File: src/rtl/conversor_bcd_secuencial.sv
// Sequential binary-to-BCD converter (double dabble, one input bit per clock) with
// valid/ready handshakes and overflow flag. Define CONVERSION_SIGNO_EN for signed input.
module conversor_bcd_secuencial #(
    parameter int unsigned ANCHO_BIN = 8,
    parameter int unsigned DIGITOS   = 3
) (
    input  logic                   reloj,
    input  logic                   reinicio,
    input  logic                   entradaValida,
    input  logic [ANCHO_BIN-1:0]   resultadoEntrada,
    output logic                   listoEntrada,
    output logic [4*DIGITOS-1:0]   bcd,
    output logic                   salidaValida,
    input  logic                   salidaAceptada,
    output logic                   desborde
`ifdef CONVERSION_SIGNO_EN
    ,
    output logic                   negativo
`endif
);

    localparam int unsigned AnchoBcd = 4 * DIGITOS;
    localparam int unsigned AnchoCnt = $clog2(ANCHO_BIN);
    localparam logic [AnchoCnt-1:0] CntUltimo = AnchoCnt'(ANCHO_BIN - 1);

    typedef enum logic [1:0] {StInactivo, StConvierte, StEntrega} estado_e;

    estado_e               estado_q, estado_d;
    logic [ANCHO_BIN-1:0]  desp_q, desp_d;
    logic [AnchoBcd-1:0]   acum_q, acum_d;
    logic [AnchoCnt-1:0]   cnt_q, cnt_d;
    logic                  ovf_q, ovf_d;
    logic [AnchoBcd-1:0]   bcd_q, bcd_d;
    logic                  valida_q, valida_d;
    logic                  desborde_q, desborde_d;

    logic [ANCHO_BIN-1:0]  magnitud;
    logic [AnchoBcd-1:0]   acum_corr;
    logic [AnchoBcd-1:0]   acum_desp;

`ifdef CONVERSION_SIGNO_EN
    logic signo_q, signo_d;
    logic negativo_q, negativo_d;

    // Two's-complement negation of the most negative value wraps to 2^(ANCHO_BIN-1).
    assign magnitud = resultadoEntrada[ANCHO_BIN-1] ? -resultadoEntrada : resultadoEntrada;
`else
    assign magnitud = resultadoEntrada;
`endif

    // Add-3 correction per digit, no carry between digits.
    always_comb begin
        acum_corr = acum_q;
        for (int i = 0; i < DIGITOS; i++) begin
            if (acum_q[4*i +: 4] >= 4'd5) begin
                acum_corr[4*i +: 4] = acum_q[4*i +: 4] + 4'd3;
            end
        end
    end

    assign acum_desp = {acum_corr[AnchoBcd-2:0], desp_q[ANCHO_BIN-1]};

    always_comb begin
        estado_d   = estado_q;
        desp_d     = desp_q;
        acum_d     = acum_q;
        cnt_d      = cnt_q;
        ovf_d      = ovf_q;
        bcd_d      = bcd_q;
        valida_d   = valida_q;
        desborde_d = desborde_q;
`ifdef CONVERSION_SIGNO_EN
        signo_d    = signo_q;
        negativo_d = negativo_q;
`endif
        unique case (estado_q)
            StInactivo: begin
                if (entradaValida) begin
                    desp_d   = magnitud;
                    acum_d   = '0;
                    cnt_d    = '0;
                    ovf_d    = 1'b0;
`ifdef CONVERSION_SIGNO_EN
                    signo_d  = resultadoEntrada[ANCHO_BIN-1];
`endif
                    estado_d = StConvierte;
                end
            end
            StConvierte: begin
                desp_d = {desp_q[ANCHO_BIN-2:0], 1'b0};
                acum_d = acum_desp;
                ovf_d  = ovf_q | acum_corr[AnchoBcd-1];
                cnt_d  = cnt_q + 1'b1;
                if (cnt_q == CntUltimo) begin
                    bcd_d      = acum_desp;
                    desborde_d = ovf_d;
                    valida_d   = 1'b1;
`ifdef CONVERSION_SIGNO_EN
                    negativo_d = signo_q;
`endif
                    estado_d   = StEntrega;
                end
            end
            StEntrega: begin
                if (salidaAceptada) begin
                    valida_d = 1'b0;
                    estado_d = StInactivo;
                end
            end
            default: estado_d = StInactivo;
        endcase
    end

    always_ff @(posedge reloj or negedge reinicio) begin
        if (!reinicio) begin
            estado_q   <= StInactivo;
            desp_q     <= '0;
            acum_q     <= '0;
            cnt_q      <= '0;
            ovf_q      <= 1'b0;
            bcd_q      <= '0;
            valida_q   <= 1'b0;
            desborde_q <= 1'b0;
        end else begin
            estado_q   <= estado_d;
            desp_q     <= desp_d;
            acum_q     <= acum_d;
            cnt_q      <= cnt_d;
            ovf_q      <= ovf_d;
            bcd_q      <= bcd_d;
            valida_q   <= valida_d;
            desborde_q <= desborde_d;
        end
    end

`ifdef CONVERSION_SIGNO_EN
    always_ff @(posedge reloj or negedge reinicio) begin
        if (!reinicio) begin
            signo_q    <= 1'b0;
            negativo_q <= 1'b0;
        end else begin
            signo_q    <= signo_d;
            negativo_q <= negativo_d;
        end
    end

    assign negativo = negativo_q;
`endif

    assign listoEntrada = (estado_q == StInactivo);
    assign bcd          = bcd_q;
    assign salidaValida = valida_q;
    assign desborde     = desborde_q;

endmodule
File: config.mk
export PLATFORM = sky130hd
export DESIGN_NAME = conversor_bcd_secuencial
export DESIGN_NICKNAME = d
export VERILOG_FILES = /design/src/rtl/conversor_bcd_secuencial.sv
export SDC_FILE = /design/constraint.sdc
export NUM_CORES = 1
export LEC_CHECK = 0
export BUFFER_PORTS_ARGS = -buffer_cell sky130_fd_sc_hd__buf_2
export CAP_MARGIN = 20
export CELL_PAD_IN_SITES_DETAIL_PLACEMENT = 1
export CELL_PAD_IN_SITES_GLOBAL_PLACEMENT = 1
export CORE_UTILIZATION = 44
export DETAILED_ROUTE_END_ITERATION = 6
export PLACE_DENSITY_LB_ADDON = 0.1
export SLEW_MARGIN = 40
export SYNTH_ARGS = -nofsm -noshare
export SYNTH_HDL_FRONTEND = slang
export SYNTH_SLANG_ARGS = --single-unit
File: constraint.sdc
create_clock -name reloj -period 1.9 [get_ports reloj]
set_input_delay 0 -clock reloj [delete_from_list [all_inputs] [get_ports reloj]]
set_output_delay 0 -clock reloj [all_outputs]
set_load 0.03 [all_outputs]
==> impl_metrics.ini, run 1 <==
[synthesis]
synth_top_area_frac = 0.5181
netlist_instances = 190
ys_seq_area_frac = 0.5181
synth_adder_area_share = 0.05181
synth_cell_type_count = 25
synth_top_family_by_area = compound AO/OA/AOI/OAI gates
netlist_area_um2 = 1932
synth_ff_type = dfrtp_1
synthTopCellsByCount = dfrtp_1 (40), o21ai_0 (30), a21oi_1 (22), nand2_1 (19), nor2b_1 (9)
synth-edff-count = 0
synth_compound_area_frac = 0.1956
yosysTopAreaCell = dfrtp_1
synth-async-reset-ratio = 1.000
yosysMostFrequentCell = dfrtp_1
ys_seq_elements = 40
synth.yosys.warnings = 0
syn-num-nets = 210
synthTopCellsByArea = dfrtp_1 (52%), o21ai_0 (7.8%), a21oi_1 (5.7%), ha_1 (5.2%), nand2_1 (3.7%)
synthMuxAreaShare = 0.04469
avgSynthCellArea_um2 = 10.17
synth_xor_area_frac = 0.01360
synthSimpleGateAreaFrac = 0.1347

[sta]
rsz0062_at_grt = false
finalCritPeriodShare = 0.9283
finalSetupViolCount = 0
fin_crit_ns = 1.764
drv_slew = 0
finalHoldViolCount = 0
tns_ns = 0
max_freq_mhz = 567.0
slew_headroom = 0.6006
fin_worst_skew_ns = 0.01093
worst_slew_pin_slew_ns = 0.5978

[hold_path]
hold_path.class = input pin to flip-flop

[cells_and_area]
fin_nets = 247
fin_area_um2 = 2293
drive_gt1_frac = 0.2105
syn_to_final_growth_pct = 18.72
antenna_cells = 0
final_cells = 278

[worst_setup_path]
worst-path-max-fanout = 5
required_ns = 2.11
crit_path_cell_trace = inv_1 -> ha_1 -> nand2b_1 -> a21oi_1 -> mux2_2 -> o21ai_0
criticalPathCategory = flip-flop to flip-flop
crit_path_end_kind = flip-flop
cp_slowest_cell = dfrtp_1
cp-start-kind = flip-flop
critical-path-max-stage-delay_ns = 0.40
worst_ep_arrival_time_ns = 1.97

[placed_design]
dpl.cell_count = 263
numPortBuffers = 26
hpwlAfterDp_mm = 3.149
dpl-instance-area_um2 = 2116
gp_congestion = 0.7872

[routing]
dr.first_iter.drc_count = 60
dr_total_vias = 1545
vias_per_cell = 5.558
drcViolationCount = 0
firstDrtPassIters = 4
drt_wl_total_mm = 4.577
wl_per_cell_um = 16.46
ant_nets = 0

[run_status]
status = complete, no violations

[floorplanning]
io_pins = 27
rows = 23
core-area_um2 = 4115
fp.dieH_um = 68.26
die_w_um = 68.26
die_area_um2 = 4659
start_util = 0.4694

[pwr]
powerDensity_nw_per_um2 = 1781
p_comb_frac = 0.453
leakage_uw = 0.001074
clkPwrFrac = 0.170
power_switching_uw = 1722
intPower_uw = 2362
switching_share = 0.4217
power_uw = 4084
p_seq_frac = 0.377
vdd_ir_drop_max_mv = 0.7259

[clocking]
cts_tree = built
cts_root_buf = clkbuf_8
clockBufferDepth = 2
cts_sinks = 40
cts_setup_buffers = 0
path_clk_slew_ns = 0.08
cts_htree_levels = 2
cts_buffers = 5
insertion_delay_ns = 0.29

[global_routing]
grt.overflow.total = 0
grt_max_degree = 19
antenna_found_initial = 0
grt_pass1_vias = 1565
grt_pass1_wl_mm = 7.610
grt_usage = 0.2285

[job]
drv_cap = 0
[routing by layer]
metal	vias up	global-route usage	routed length (um)
met5	-	0	0
met4	0	0.06771	48
met3	5	0.05000	109
met2	24	0.3873	2356
met1	778	0.2889	2062
li1	738	-	-
[power by group through the flow]
stage               clock [uW]  sequential [uW]  combinational (uW)
CTS                        703             1540                1870
floorplan                    0             1710                1160
global placement             0             1520                1750
finish                     693             1540                1850
global route               735             1600                2080
detailed placement           0             1550                1850
[critical path, delay by kind of cell (launching register included)]
family,cells,cell delay [ns]
adders and majority gates,1,0.24
DFF,1,0.40
and+or+nand+nor,1,0.11
buffers and inverters,1,0.11
muxes,1,0.38
AOI/OAI and AO/OA,2,0.43
[cells in the final DEF, fill, tap and decap left out, drive strengths merged, types with 6 or more instances in the layout]
cell type,count
mux2,7
buf,32
o21ai,31
nand2,20
nor2b,10
inv,7
nor3b,6
clkbuf,6
a21oi,22
dlygate4sd3,7
dfrtp,40
ha,8
a22oi,7
a22o,6
[logic make-up after synthesis]
kind of cell,Yosys count
AOI/OAI and AO/OA,67
and+or+nand+nor,49
DFF,40
buffers and inverters,16
adders and majority gates,8
muxes,7
xor gates and xnor gates,3
[final cells by class]
class | instances | area (um2)
Multi-Input combinational cell | 134 | 850.8
Clock inverter | 2 | 35.03
Inverter | 7 | 26.28
Clock buffer | 6 | 72.57
Fill cell | 491 | 1822
Sequential cell | 40 | 1001
Timing Repair Buffer | 39 | 245.2
Tap cell | 50 | 62.56
[repair_timing]
action / in CTS / in global routing
resized for setup: 0 / 0
endpoints found under the setup margin: 0 / 0
hold buffers: 7 / 0
endpoints found under the hold margin: 35 / 0
[path summary, 6_finish.rpt]
kind,cells past startpoint,slack [ns],from,to
worst max-delay path,6,0.14,acum_q[9]$_DFFE_PN0P_,acum_q[10]$_DFFE_PN0P_
worst min-delay path,3,0.004,resultadoEntrada[4],desp_q[4]$_DFFE_PN0P_
worst max register to register,6,0.14,acum_q[9]$_DFFE_PN0P_,acum_q[10]$_DFFE_PN0P_
worst min register to register,2,0.48,bcd[3]$_DFFE_PN0P_,bcd[3]$_DFFE_PN0P_
max in group asynchronous,3,1.22,reinicio,acum_q[8]$_DFFE_PN0P_
min in group asynchronous,2,0.14,reinicio,acum_q[6]$_DFFE_PN0P_
[state kept, by name, summed over array words and instances (netlist names)]
register      flops
cnt_q             3
ovf_q             1
desborde          1
salidaValida      1
estado_q          2
desp_q            8
acum_q           12
bcd              12
[per-stage QoR]
step	util	hold WS (ns)	setup WS [ns]
global placement	0.5141	-0.07526	0.2664
floorplan	-	-0.2956	0.3883
global route	0.5573	0.02460	0.01269
CTS	0.5573	0.00006345	0.1359
finish	0.5573	0.003940	0.1363
detailed placement	0.5141	-0.05989	0.1617
Note: power is estimated with default switching activity, not from simulation.
==> run 2, diff against run 1 <==
--- a/config.mk
+++ b/config.mk
@@ -9,6 +9,7 @@
 export CAP_MARGIN = 20
 export CELL_PAD_IN_SITES_DETAIL_PLACEMENT = 1
 export CELL_PAD_IN_SITES_GLOBAL_PLACEMENT = 1
+export CORE_ASPECT_RATIO = 0.9
 export CORE_UTILIZATION = 44
 export DETAILED_ROUTE_END_ITERATION = 6
 export PLACE_DENSITY_LB_ADDON = 0.1
==> impl_metrics.ini, run 2 (synthesis gave the netlist of run 1 again) <==
[worst_setup_path]
r2r-end = acum_q[2]$_DFFE_PN0P_
reg2reg_depth = 6
reg2reg_from = acum_q[0]$_DFFE_PN0P_
worst_ep_arrival_time_ns = 1.95
crit_path_end_kind = flip-flop
cp-startpoint = acum_q[0]$_DFFE_PN0P_
r2r_setup_slack_ns = 0.16
worst-path-max-fanout = 5
criticalPathCategory = flip-flop to flip-flop
required_ns = 2.12
endpoint = acum_q[2]$_DFFE_PN0P_
cp-start-kind = flip-flop

[clocking]
path_clk_slew_ns = 0.07
cts_setup_buffers = 0
insertion_delay_ns = 0.30
cts_tree = built
cts_htree_levels = 2
cts_sinks = 40
cts_buffers = 5
cts_root_buf = clkbuf_8
clockBufferDepth = 2

[routing]
highest_layer = met4
dr.first_iter.drc_count = 90
dr_wl_met3_um = 94
firstDrtPassIters = 4
dr_total_vias = 1515
wl_per_cell_um = 15.37
drt_wl_total_mm = 4.364
vias_per_cell = 5.335
drcViolationCount = 0
ant_nets = 0
met2_length_mm = 2.134
met1Wirelength_mm = 2.048

[floorplanning]
core-area_um2 = 4156
io_pins = 27
die_w_um = 71.85
start_util = 0.4648
fp.dieH_um = 64.86
rows = 22
die_area_um2 = 4660

[global_routing]
grt_usage = 0.2202
grt.overflow.total = 0
grt_max_degree = 41
grt_pass1_vias = 1584
grt_pass1_wl_mm = 7.624
antenna_found_initial = 0

[sta]
max_freq_mhz = 576.2
slew_headroom = 0.6105
finalSetupViolCount = 0
worst_slew_pin_slew_ns = 0.5830
tns_ns = 0
rsz0062_at_grt = false
fin_crit_ns = 1.736
fin_worst_skew_ns = 0.008776
finalHoldViolCount = 0
finalCritPeriodShare = 0.9135
drv_slew = 0

[cells_and_area]
final_common_cell = dfrtp_1
drive_gt1_frac = 0.2054
final_cell_mix = dfrtp_1 (40), o21ai_0 (30), buf_2 (25)
fin_nets = 243
fin_area_um2 = 2260
antenna_cells = 0
syn_to_final_growth_pct = 16.97

[pwr]
powerDensity_nw_per_um2 = 1757
leakage_uw = 0.001048
vdd_ir_drop_max_mv = 0.9096

[run_status]
status = complete, no violations

[placed_design]
numPortBuffers = 26
gp_congestion = 0.7869
hpwlAfterDp_mm = 2.916
dpl-instance-area_um2 = 2116

[hold_path]
hold_path.class = input pin to flip-flop
hold_start = resultadoEntrada[3]

[job]
drv_cap = 0
run 2: cell count changes in the layout (fill, tap and decap cells not counted), sizes merged:
cell	previous run	this run
buf	32	30
bufinv	1	0
clkbuf	6	8
dlygate4sd3	7	5
clkinv	1	0
run 2: repair_timing:
item,in CTS,in global routing
resized for setup,0,1
hold endpoints to repair,44,0
endpoints found under the setup margin,0,1
hold buffers,5,0
run 2: through the flow:
| step | instances | worst slack [ns] | hold WS (ns) | utilization | total power (uW) |
|---|---|---|---|---|---|
| finish | 284 | 0.1644 | 0.001511 | 0.5436 | 3970 |
| global route | 284 | 0.01454 | 0.01410 | 0.5436 | 4309 |
| CTS | 284 | 0.1296 | 0.001497 | 0.5427 | 4001 |
| detailed placement | 271 | 0.1481 | 0.01678 | 0.5090 | 3385 |
| global placement | 271 | 0.2791 | 0.1624 | 0.5084 | 3266 |
| floorplan | 190 | 0.3883 | -0.2956 | - | 2869 |
run 2: worst min-delay path by stage:
| stage | endpoint | slack (ns) | depth (start not counted) |
|---|---|---|---|
| global placement | bcd[11]$_DFFE_PN0P_ | 0.16 | 1 |
| floorplan | acum_q[0]$_DFFE_PN0P_ | -0.30 | 0 |
| finish | desp_q[3]$_DFFE_PN0P_ | 0.002 | 3 |
| CTS | desp_q[4]$_DFFE_PN0P_ | 0.001 | 3 |
| detailed placement | bcd[9]$_DFFE_PN0P_ | 0.02 | 1 |
| global route | desp_q[4]$_DFFE_PN0P_ | 0.01 | 3 |
run 2: layer usage:
metal,GRT usage,vias to the layer above
li1,-,729
met1,0.2832,762
met2,0.3502,16
met3,0.04821,8
met4,0.1103,0
met5,0,-
run 2: where the power goes:
| part | internal, uW | switching [uW] | leakage [uW] |
|---|---|---|---|
| logic | 751 | 1090 | 0.000493 |
| registers | 1220 | 325 | 0.000510 |
| clock network | 296 | 290 | 0.0000455 |
| total | 2260 | 1710 | 0.00105 |
run 2: layout make-up:
cell class                      count  area (um2)
Timing Repair Buffer               35       212.7
Inverter                            7       26.28
Clock buffer                        8       90.09
Tap cell                           60       75.07
Sequential cell                    40        1001
Fill cell                         482        1897
Multi-Input combinational cell    134       854.6
run 2: critical path: stages, from the launching register on:
cell,delay [ns]
dfrtp_1,0.43
inv_1,0.08
ha_1,0.23
nand2b_1,0.12
a21oi_1,0.28
mux2_2,0.39
o21ai_0,0.14
